<file path="src/rtl/instr_fetch_unit.sv">
// Instruction fetch/issue unit: owns the PC, fetches one word at a time over a
// req/ack handshake and issues it to the control decoder over valid/ready.
module instr_fetch_unit #(
   parameter int                ADDR_W   = 16,
   parameter int                INSTR_W  = 16,
   parameter logic [ADDR_W-1:0] RESET_PC = '0
) (
   input  logic               clk,
   input  logic               reset_n,
   output logic               imem_req,
   output logic [ADDR_W-1:0]  imem_addr,
   input  logic               imem_ack,
   input  logic [INSTR_W-1:0] imem_rdata,
   output logic [3:0]         op,
   output logic [INSTR_W-1:0] instr,
   output logic [ADDR_W-1:0]  pc,
   output logic               instr_valid,
   input  logic               instr_ready,
   input  logic               pc_write,
   input  logic [ADDR_W-1:0]  pc_target
);

   typedef enum logic [1:0] {
      IDLE  = 2'd0,
      FETCH = 2'd1,
      HOLD  = 2'd2
   } state_t;

   state_t             state_reg;
   logic               req_reg;
   logic [ADDR_W-1:0]  addr_reg;
   logic [INSTR_W-1:0] instr_reg;
   logic [ADDR_W-1:0]  pc_reg;
   logic               valid_reg;

   logic               fetch_done;
   logic               issue;
   logic [ADDR_W-1:0]  pc_inc;
   logic [ADDR_W-1:0]  next_pc;

   // Handshake qualifiers are gated by state so stray acks/readys are inert.
   assign fetch_done = (state_reg == FETCH) && req_reg && imem_ack;
   assign issue      = (state_reg == HOLD) && valid_reg && instr_ready;
   assign pc_inc     = pc_reg + {{(ADDR_W-1){1'b0}}, 1'b1};
   assign next_pc    = pc_write ? pc_target : pc_inc;

   // imem_addr doubles as the next-PC register; it only moves on issue.
   always_ff @(posedge clk or negedge reset_n) begin
      if (!reset_n) begin
         state_reg <= IDLE;
         req_reg   <= 1'b0;
         addr_reg  <= RESET_PC;
         instr_reg <= '0;
         pc_reg    <= RESET_PC;
         valid_reg <= 1'b0;
      end else begin
         case (state_reg)
            IDLE: begin
               state_reg <= FETCH;
               req_reg   <= 1'b1;
            end
            FETCH: begin
               if (fetch_done) begin
                  instr_reg <= imem_rdata;
                  pc_reg    <= addr_reg;
                  req_reg   <= 1'b0;
                  valid_reg <= 1'b1;
                  state_reg <= HOLD;
               end
            end
            HOLD: begin
               if (issue) begin
                  addr_reg  <= next_pc;
                  req_reg   <= 1'b1;
                  valid_reg <= 1'b0;
                  state_reg <= FETCH;
               end
            end
            default: begin
               state_reg <= IDLE;
               req_reg   <= 1'b0;
               valid_reg <= 1'b0;
            end
         endcase
      end
   end

   assign imem_req    = req_reg;
   assign imem_addr   = addr_reg;
   assign instr       = instr_reg;
   assign op          = instr_reg[INSTR_W-1 -: 4];
   assign pc          = pc_reg;
   assign instr_valid = valid_reg;

endmodule

</file>
<file path="config.mk">
export PLATFORM = sky130hd
export DESIGN_NAME = instr_fetch_unit
export DESIGN_NICKNAME = d
export VERILOG_FILES = /design/src/rtl/instr_fetch_unit.sv
export SDC_FILE = /design/constraint.sdc
export NUM_CORES = 1
export LEC_CHECK = 0
export ABC_AREA = 1
export BUFFER_PORTS_ARGS = -buffer_cell sky130_fd_sc_hd__buf_2
export CAP_MARGIN = 20
export CORE_AREA = 4 4 69 97
export DETAILED_ROUTE_END_ITERATION = 6
export DIE_AREA = 0 0 73 101
export PLACE_DENSITY = 0.77
export SETUP_SLACK_MARGIN = 0.3
export SLEW_MARGIN = 20
export SYNTH_ARGS = -nofsm -noshare
export SYNTH_HDL_FRONTEND = slang
export SYNTH_SLANG_ARGS = --single-unit
</file>
<file path="constraint.sdc">
create_clock -name clk -period 1.24 [get_ports clk]
set_input_delay 0.248 -clock clk [delete_from_list [all_inputs] [get_ports clk]]
set_output_delay 0.248 -clock clk [all_outputs]
set_load 0.02 [all_outputs]
</file>
==> flow_summary.ini, run 1 <==
[yosys]
yosysSeqAreaShare = 0.512
synth_seq_cells = 51
synth_cells = 286
synth_area_um2 = 2490
avgSynthCellArea_um2 = 8.71
synth_nets = 324
yosysWarnings = 0
synth_top_cell_area_share = 0.512
synth_area_leaders = dfrtp_1 51%, nand2_1 9.6%, mux2_2 8.1%, nor2_1 6.3%, a21oi_1 4.4%
yosys.area.top_type = dfrtp_1
synthDistinctLibCells = 25

[clock_network]
tritoncts = yes
clk_pin_slew_worst_paths_ns = 0.10
cts-buffers-inserted = 5
cts_buffer_depth = 2
cts_root_buf = clkbuf_8
cts_sinks = 51
htree_num_levels = 2
insertion_delay_ns = 0.32

[grt]
antenna_found_initial = 0
grt_pass1_wl_mm = 13.2
grt_pass1_vias = 2722
grt_overflow = 0
grt_usage = 0.231
grt_max_degree = 52

[min_path]
holdPathStages = 2
hold_path.class = input port to flop

[timing]
timing_hold_violations_final = 0
relSlewSlack = 0.810
clock.fmax_mhz = 663
whs_ns = 0.153
setup_viol = 46
rsz0062_at_grt = yes
post-route-min-period_ns = 1.51
skew_ns = 0.00954
maxSlewViolCount = 0
setup_ws_ns = -0.269
worst_pin_slew_ns = 0.285
post-route-period-util = 1.22
final.setup.tns_ns = -2.71

[die]
io_pins = 91
die-area_um2 = 7370
core_um2 = 5820
fp.dieW_um = 73
fp.dieH_um = 101
start_util = 0.428
row_count = 33

[worst_setup_path]
worst-path-max-fanout = 5
critical_path_class = flop to flop
crit_arrival_ns = 1.72
crit_top_cell = nand2_1
required_ns = 1.45
timing.rr.end = imem_addr[13]
cpMaxStageDelayCell = dfrtp_2
endpoint = imem_addr[13]
reg2reg_from = pc[7]
cp_cell_sequence = nand2_1 > nor2_1 > nand3_1 > nand2_1 > nand3_1 > nand2_1 > nand2_1
r2r_slack_ns = -0.27
crit_start = pc[7]
start_kind = flop
critPathMaxStageDelay_ns = 0.47
reg2regPathDepth = 7
cp-end-kind = flop

[drt]
drt_pass1_iterations = 6
vias = 2791
post-route-drc-count = 0
ant_nets = 0
drtIter0Drc = 358
wl_per_cell_um = 19.3
viasPerCell = 5.44
drt-total-wl_mm = 9.90

[power_and_ir_drop]
power_density_nw_per_um2 = 2910
p_leak_nw = 2.27
vdd_ir_drop_max_mv = 1.57

[cells_and_area]
fin_nets = 480
final_cell_mix = 62 x buf_6, 58 x nand2_1, 50 x buf_4
stdcell_count = 513
syn_to_final_growth_pct = 82.1
drive_above_1_share = 0.596
final_common_cell = buf_6
n_antenna_cell = 0

[placed_design]
routabilityCongestion = 0.791
hpwl_mm = 4.89
dp_cells = 447
port_buffers = 90
place_ws_ns = -0.0517

[run]
maxCapViolCount = 0

[run_status]
violations = setup timing
status = finished with violations
-- synth_stat cells --
cell,instances
nand2_1,64
buf_4,5
nand3_2,1
nand3_1,19
mux2_4,1
ha_1,1
nor2_4,2
mux2_2,18
nand2_2,1
nor2_1,42
a21oi_1,22
a31oi_1,1
xor2_1,2
dfrtp_1,51
buf_2,6
o21ai_0,11
nand4_1,3
buf_6,3
clkbuf_1,1
nor2_2,2
inv_1,25
o211ai_1,1
o31ai_1,2
o21ai_1,1
a22oi_1,1
-- power breakdown --
group          total [W]  internal [W]  switching [W]  leakage [nW]
clock network   0.000987      0.000396       0.000591        0.0412
registers        0.00354       0.00256       0.000974         0.585
logic            0.00868       0.00458        0.00410          1.64
total             0.0132       0.00754        0.00567          2.27
-- worst min-delay path by stage --
stage	startpoint	end
2_1_floorplan	reset_n	imem_addr[0]
3_3_place_gp	reset_n	instr[7]
3_5_place_dp	reset_n	instr[1]
4_1_cts	imem_ack	state_reg[0]
5_1_grt	imem_rdata[4]	instr[4]
6_report	imem_ack	state_reg[0]
-- cells by family after synthesis --
logic type,count (synthesis),synth area share
AO/OA/AOI/OAI,39,0.0828
XOR/XNOR,2,0.00703
adder cells (fa/ha/maj),1,0.00502
buffers and inverters,40,0.0798
flip-flops,51,0.512
multiplexers,19,0.0873
AND/OR/NAND/NOR,134,0.226
-- critical path: cells and delay by family, from the launching register on --
family / cells / cell delay (ns)
DFF: 1 / 0.47
and+or+nand+nor: 7 / 0.93
-- per-stage QoR --
step | area [um^2] | utilization | total power, W
2_1_floorplan | 2680 | - | 0.00669
3_5_place_dp | 3260 | 0.560 | 0.00835
6_report | 4540 | 0.779 | 0.0132
4_1_cts | 4130 | 0.710 | 0.0118
5_1_grt | 4540 | 0.779 | 0.0139
3_3_place_gp | 3260 | 0.560 | 0.00820
-- routing by layer --
metal,track usage,up-vias,wire (um)
li1,-,1243,-
met1,0.265,1321,3480
met2,0.400,175,5240
met3,0.0409,52,698
met4,0.118,0,481
met5,0,-,0
-- final cells by class --
type                       count  area [um^2]
timing repair buffer         164         1580
clock buffer                   6         72.6
inverter                      25          101
tap                           70         87.6
sequential                    51         1300
multi-input combinational    195         1390
clock inverter                 2         12.5
fill                         296         1280
-- what timing repair did --
item,CTS,global route
resized for setup,141,53
endpoints found under the hold margin,51,0
hold buffers,1,0
setup endpoints to repair,105,105
buffers inserted,35,16
gates cloned,2,4
pin swaps,11,11
Power figures use the tool's default switching activity.
==> inputs of run 2 (changes only) <==
--- a/config.mk
+++ b/config.mk
@@ -8,10 +8,10 @@
 export ABC_AREA = 1
 export BUFFER_PORTS_ARGS = -buffer_cell sky130_fd_sc_hd__buf_2
 export CAP_MARGIN = 20
-export CORE_AREA = 4 4 69 97
+export CORE_AREA = 2 2 67 95
 export DETAILED_ROUTE_END_ITERATION = 6
-export DIE_AREA = 0 0 73 101
-export PLACE_DENSITY = 0.77
+export DIE_AREA = 0 0 69 97
+export PLACE_DENSITY_LB_ADDON = 0.08
 export SETUP_SLACK_MARGIN = 0.3
 export SLEW_MARGIN = 20
 export SYNTH_ARGS = -nofsm -noshare
==> flow_summary.ini, run 2 (synthesized netlist as in run 1, its figures left out) <==
[run_status]
status = finished with violations
violations = setup timing

[timing]
worst_pin_slew_ns = 0.278
post-route-min-period_ns = 1.37
post-route-period-util = 1.11
clock.fmax_mhz = 728
maxSlewViolCount = 0
setup_viol = 52
final.setup.tns_ns = -3.41
skew_ns = 0.00651
relSlewSlack = 0.814
setup_ws_ns = -0.134
timing_hold_violations_final = 0
rsz0062_at_grt = yes

[grt]
grt_pass1_wl_mm = 13.0
grt_max_degree = 52
antenna_found_initial = 0
grt_overflow = 0
grt_usage = 0.243
grt_pass1_vias = 2734

[drt]
wl_per_cell_um = 17.0
drt-total-wl_mm = 9.05
drtIter0Drc = 193
post-route-drc-count = 0
drt_pass1_iterations = 4
vias = 2739
ant_nets = 0
viasPerCell = 5.15

[worst_setup_path]
r2r_slack_ns = -0.13
required_ns = 1.48
crit_start = pc[1]
start_kind = flop
worst-path-max-fanout = 4
cp-end-kind = flop
crit_arrival_ns = 1.61
reg2regPathDepth = 8
timing.rr.end = imem_addr[2]
critical_path_class = flop to flop
reg2reg_from = pc[1]

[die]
io_pins = 91
start_util = 0.431
fp.dieH_um = 97
fp.dieW_um = 69
core_um2 = 5780
die-area_um2 = 6690
row_count = 33

[clock_network]
clk_pin_slew_worst_paths_ns = 0.10
htree_num_levels = 2
cts-buffers-inserted = 5
cts_buffer_depth = 2
cts_sinks = 51
tritoncts = yes
cts_root_buf = clkbuf_8
insertion_delay_ns = 0.31

[power_and_ir_drop]
power.total_w = 0.0138
power_density_nw_per_um2 = 2870
vdd_ir_drop_max_mv = 1.64
p_leak_nw = 2.42

[cells_and_area]
n_antenna_cell = 0
final_common_cell = buf_6
n_fill_cell = 343
stdcell_area_um2 = 4820
multiInputGateArea_um2 = 1450
final_cell_mix = 73 x buf_6, 59 x buf_4, 52 x nand2_1
drive_above_1_share = 0.628
fin_nets = 499
syn_to_final_growth_pct = 93.5
regArea_um2 = 1290
final_core_util = 0.834

[placed_design]
place_ws_ns = -0.0539
routabilityCongestion = 0.810
hpwl_mm = 4.50
port_buffers = 90
place_area_um2 = 3250

[min_path]
worstHoldEndpoint = state_reg[0]
holdPathStages = 2
hold_path.class = input port to flop
min-delay-start = imem_ack

[run]
maxCapViolCount = 0
==> run 2: changes by cell type in the layout (fill, tap and decap cells not counted), moves of 3 or more <==
| cell | delta |
|---|---|
| buf_16 | +3 |
| buf_4 | +9 |
| nand2_1 | -6 |
| a21oi_1 | +4 |
| a21oi_2 | -6 |
| buf_6 | +11 |
| nand2_2 | +6 |
| buf_12 | -3 |
==> run 2: worst max path at each step <==
stage | endpoint | slack, ns | depth (start not counted)
global route | imem_addr[2] | -0.20 | 8
CTS | imem_addr[10] | -0.04 | 8
detailed placement | imem_addr[10] | -0.05 | 8
finish | imem_addr[2] | -0.13 | 8
floorplan | imem_addr[10] | -0.06 | 8
global placement | imem_addr[10] | -0.02 | 8
==> run 2: power by group <==
part | internal, W | switching (W)
sequential | 0.00256 | 0.000906
combinational | 0.00508 | 0.00420
clock | 0.000509 | 0.000588
==> run 2: timing repair <==
item / 4_1_cts / 5_1_grt
hold endpoints to repair: 51 / 0
buffers inserted: 45 / 22
setup endpoints to repair: 105 / 105
resized for setup: 177 / 41
pin swaps: 16 / 12
cloned: 7 / 2
hold buffers: 1 / 0
==> run 2: critical path: stages (launching register included) <==
cell and delay (ns):
dfrtp_2 0.47, ha_4 0.19, nand2_4 0.08, buf_6 0.09
buf_6 0.08, nand2_2 0.03, o21ai_1 0.16, nand2_1 0.09
o21ai_1 0.10
==> run 2: final cells by class <==
cell class / count / area share
sequential: 51 / 0.268
timing repair inverter: 1 / 0.00337
clock buffer: 7 / 0.0200
multi-input combinational: 195 / 0.300
inverter: 25 / 0.0220
timing repair buffer: 182 / 0.367
clock inverter: 1 / 0.00156
tap: 70 / 0.0182
==> run 2: stage by stage <==
| stage | cells | hold WS, ns |
|---|---|---|
| after floorplan | 286 | -0.0476 |
| after global placement | 447 | 0.265 |
| after CTS | 508 | 0.153 |
| after detailed placement | 447 | 0.261 |
| after global routing | 532 | 0.143 |
| final | 532 | 0.150 |
==> run 2: metal layers <==
metal  wire (um)  global-route usage
met3         461              0.0490
met2        4940               0.436
met4         170              0.0935
met5           0                   0
met1        3480               0.281
==> inputs of run 3 (changes only) <==
--- a/config.mk
+++ b/config.mk
@@ -8,9 +8,11 @@
 export ABC_AREA = 1
 export BUFFER_PORTS_ARGS = -buffer_cell sky130_fd_sc_hd__buf_2
 export CAP_MARGIN = 20
-export CORE_AREA = 2 2 67 95
+export CELL_PAD_IN_SITES_DETAIL_PLACEMENT = 1
+export CELL_PAD_IN_SITES_GLOBAL_PLACEMENT = 1
+export CORE_AREA = 2 2 78 110
 export DETAILED_ROUTE_END_ITERATION = 6
-export DIE_AREA = 0 0 69 97
+export DIE_AREA = 0 0 80 112
 export PLACE_DENSITY_LB_ADDON = 0.08
 export SETUP_SLACK_MARGIN = 0.3
 export SLEW_MARGIN = 20
==> flow_summary.ini, run 3 (synthesized netlist as in run 1, its figures left out) <==
[placed_design]
hpwl_mm = 5.36
dp_cells = 492
place_area_um2 = 3390
routabilityCongestion = 0.809
port_buffers = 90

[cells_and_area]
drive_above_1_share = 0.624
syn_to_final_growth_pct = 94.3
stdcell_count = 565
multiInputGateArea_um2 = 1390
n_antenna_cell = 0
final_common_cell = buf_6
regArea_um2 = 1300
stdcell_area_um2 = 4840
fin_nets = 500
n_fill_cell = 893
final_cell_mix = 71 x buf_6, 62 x buf_4, 55 x nand2_1

[worst_setup_path]
critical_path_class = flop to flop
cpMaxStageDelayCell = dfrtp_2
required_ns = 1.43
crit_top_cell = nand2_1
cp-end-kind = flop
start_kind = flop
worst-path-max-fanout = 6
crit_arrival_ns = 1.56
cp_cell_sequence = ha_4 > nand2_4 > nor2_4 > nand3_2 > o21ai_2 > nand2_1 > nand2_1 > nand2_1
critPathMaxStageDelay_ns = 0.41

[power_and_ir_drop]
swShare = 0.396
switching_power_w = 0.00560
vdd_ir_drop_max_mv = 1.37
power_density_nw_per_um2 = 2920
p_leak_nw = 2.41
p_clk_frac = 0.117
internal_power_w = 0.00856
p_seq_frac = 0.243
power_frac_comb = 0.640

[timing]
relSlewSlack = 0.801
setup_viol = 50
post-route-period-util = 1.11
worst_pin_slew_ns = 0.299
timing_hold_violations_final = 0
setup_ws_ns = -0.136
skew_ns = 0.00359
rsz0062_at_grt = yes
post-route-min-period_ns = 1.38
clock.fmax_mhz = 726
maxSlewViolCount = 0

[drt]
vias = 2653
viasPerCell = 4.70
post-route-drc-count = 0
wl_per_cell_um = 16.7
ant_nets = 0
drtIter0Drc = 100
drt-total-wl_mm = 9.45
drt_pass1_iterations = 4

[clock_network]
cts_buffer_depth = 2
cts_sinks = 51
clk_pin_slew_worst_paths_ns = 0.07
htree_num_levels = 2
cts_root_buf = clkbuf_16
cts-buffers-inserted = 5
tritoncts = yes
insertion_delay_ns = 0.30

[grt]
grt_usage = 0.199
grt_pass1_vias = 2815
grt_max_degree = 52
antenna_found_initial = 0
grt_pass1_wl_mm = 13.7
grt_overflow = 0

[die]
fp.dieW_um = 80
core_um2 = 8000
io_pins = 91
fp.dieH_um = 112
start_util = 0.311
die-area_um2 = 8960
row_count = 39

[run]
maxCapViolCount = 0

[min_path]
hold_path.class = input port to flop

[run_status]
status = finished with violations
violations = setup timing
==> run 3: timing repair <==
| action | in CTS | in global routing |
|---|---|---|
| endpoints found under the hold margin | 51 | 0 |
| pin swaps | 8 | 12 |
| buffers inserted | 40 | 18 |
| hold buffers | 1 | 0 |
| gates resized for setup | 155 | 53 |
| endpoints found under the setup margin | 105 | 105 |
| cloned | 5 | 1 |
==> run 3: routing by layer <==
layer  up-vias  share of wire  GRT usage
met4         0          0.018     0.0621
met5         -              0          0
li1       1274              -          -
met3        14          0.034     0.0365
met2        57           0.56      0.361
met1      1308           0.39      0.231
==> run 3: area by class of cell <==
| class | instances | share of cell area |
|---|---|---|
| flip-flops and latches | 51 | 0.268 |
| clock buffers | 6 | 0.0287 |
| clock inverters | 2 | 0.00723 |
| inverters | 25 | 0.0220 |
| repair buffers | 183 | 0.359 |
| repair inverters | 1 | 0.00232 |
| well taps | 102 | 0.0263 |
| multi-input cells | 195 | 0.286 |
==> run 3: power by group through the flow <==
stage	clock network, W	logic [W]	registers [W]
after floorplan	0	0.00239	0.00430
final	0.00165	0.00907	0.00344
after global routing	0.00176	0.00965	0.00354
after detailed placement	0	0.00534	0.00332
after CTS	0.00169	0.00806	0.00341
after global placement	0	0.00528	0.00328
==> run 3: critical path: cells and delay by family, from the launching register on <==
| kind | cells | cell delay [ns] |
|---|---|---|
| compound gates | 1 | 0.14 |
| fa+ha+maj | 1 | 0.17 |
| flops | 1 | 0.41 |
| simple gates | 6 | 0.55 |
==> run 3: stage by stage <==
step | setup slack [ns] | TNS (ns) | utilization | hold slack, ns | total power [W]
2_1_floorplan | -0.0572 | -0.139 | - | -0.0476 | 0.00669
3_3_place_gp | -0.0359 | -0.0611 | 0.423 | 0.272 | 0.00856
3_5_place_dp | -0.0833 | -0.304 | 0.423 | 0.272 | 0.00865
4_1_cts | -0.0731 | -1.13 | 0.561 | 0.162 | 0.0132
5_1_grt | -0.227 | -5.71 | 0.605 | 0.173 | 0.0149
6_report | -0.136 | -2.78 | 0.605 | 0.167 | 0.0142
==> run 3: path summary, 6_finish.rpt <==
| check | endpoint | from | slack [ns] | cells past startpoint |
|---|---|---|---|---|
| setup reg to reg | imem_addr[10] | pc[1] | -0.14 | 8 |
| hold reg to reg | instr[9] | instr[9] | 0.54 | 1 |
| hold / removal | state_reg[0] | imem_ack | 0.17 | 2 |
| setup / recovery | imem_addr[10] | pc[1] | -0.14 | 8 |
| max in group asynchronous | pc[4] | reset_n | 0.49 | 3 |
| min in group asynchronous | imem_addr[14] | reset_n | 0.48 | 3 |
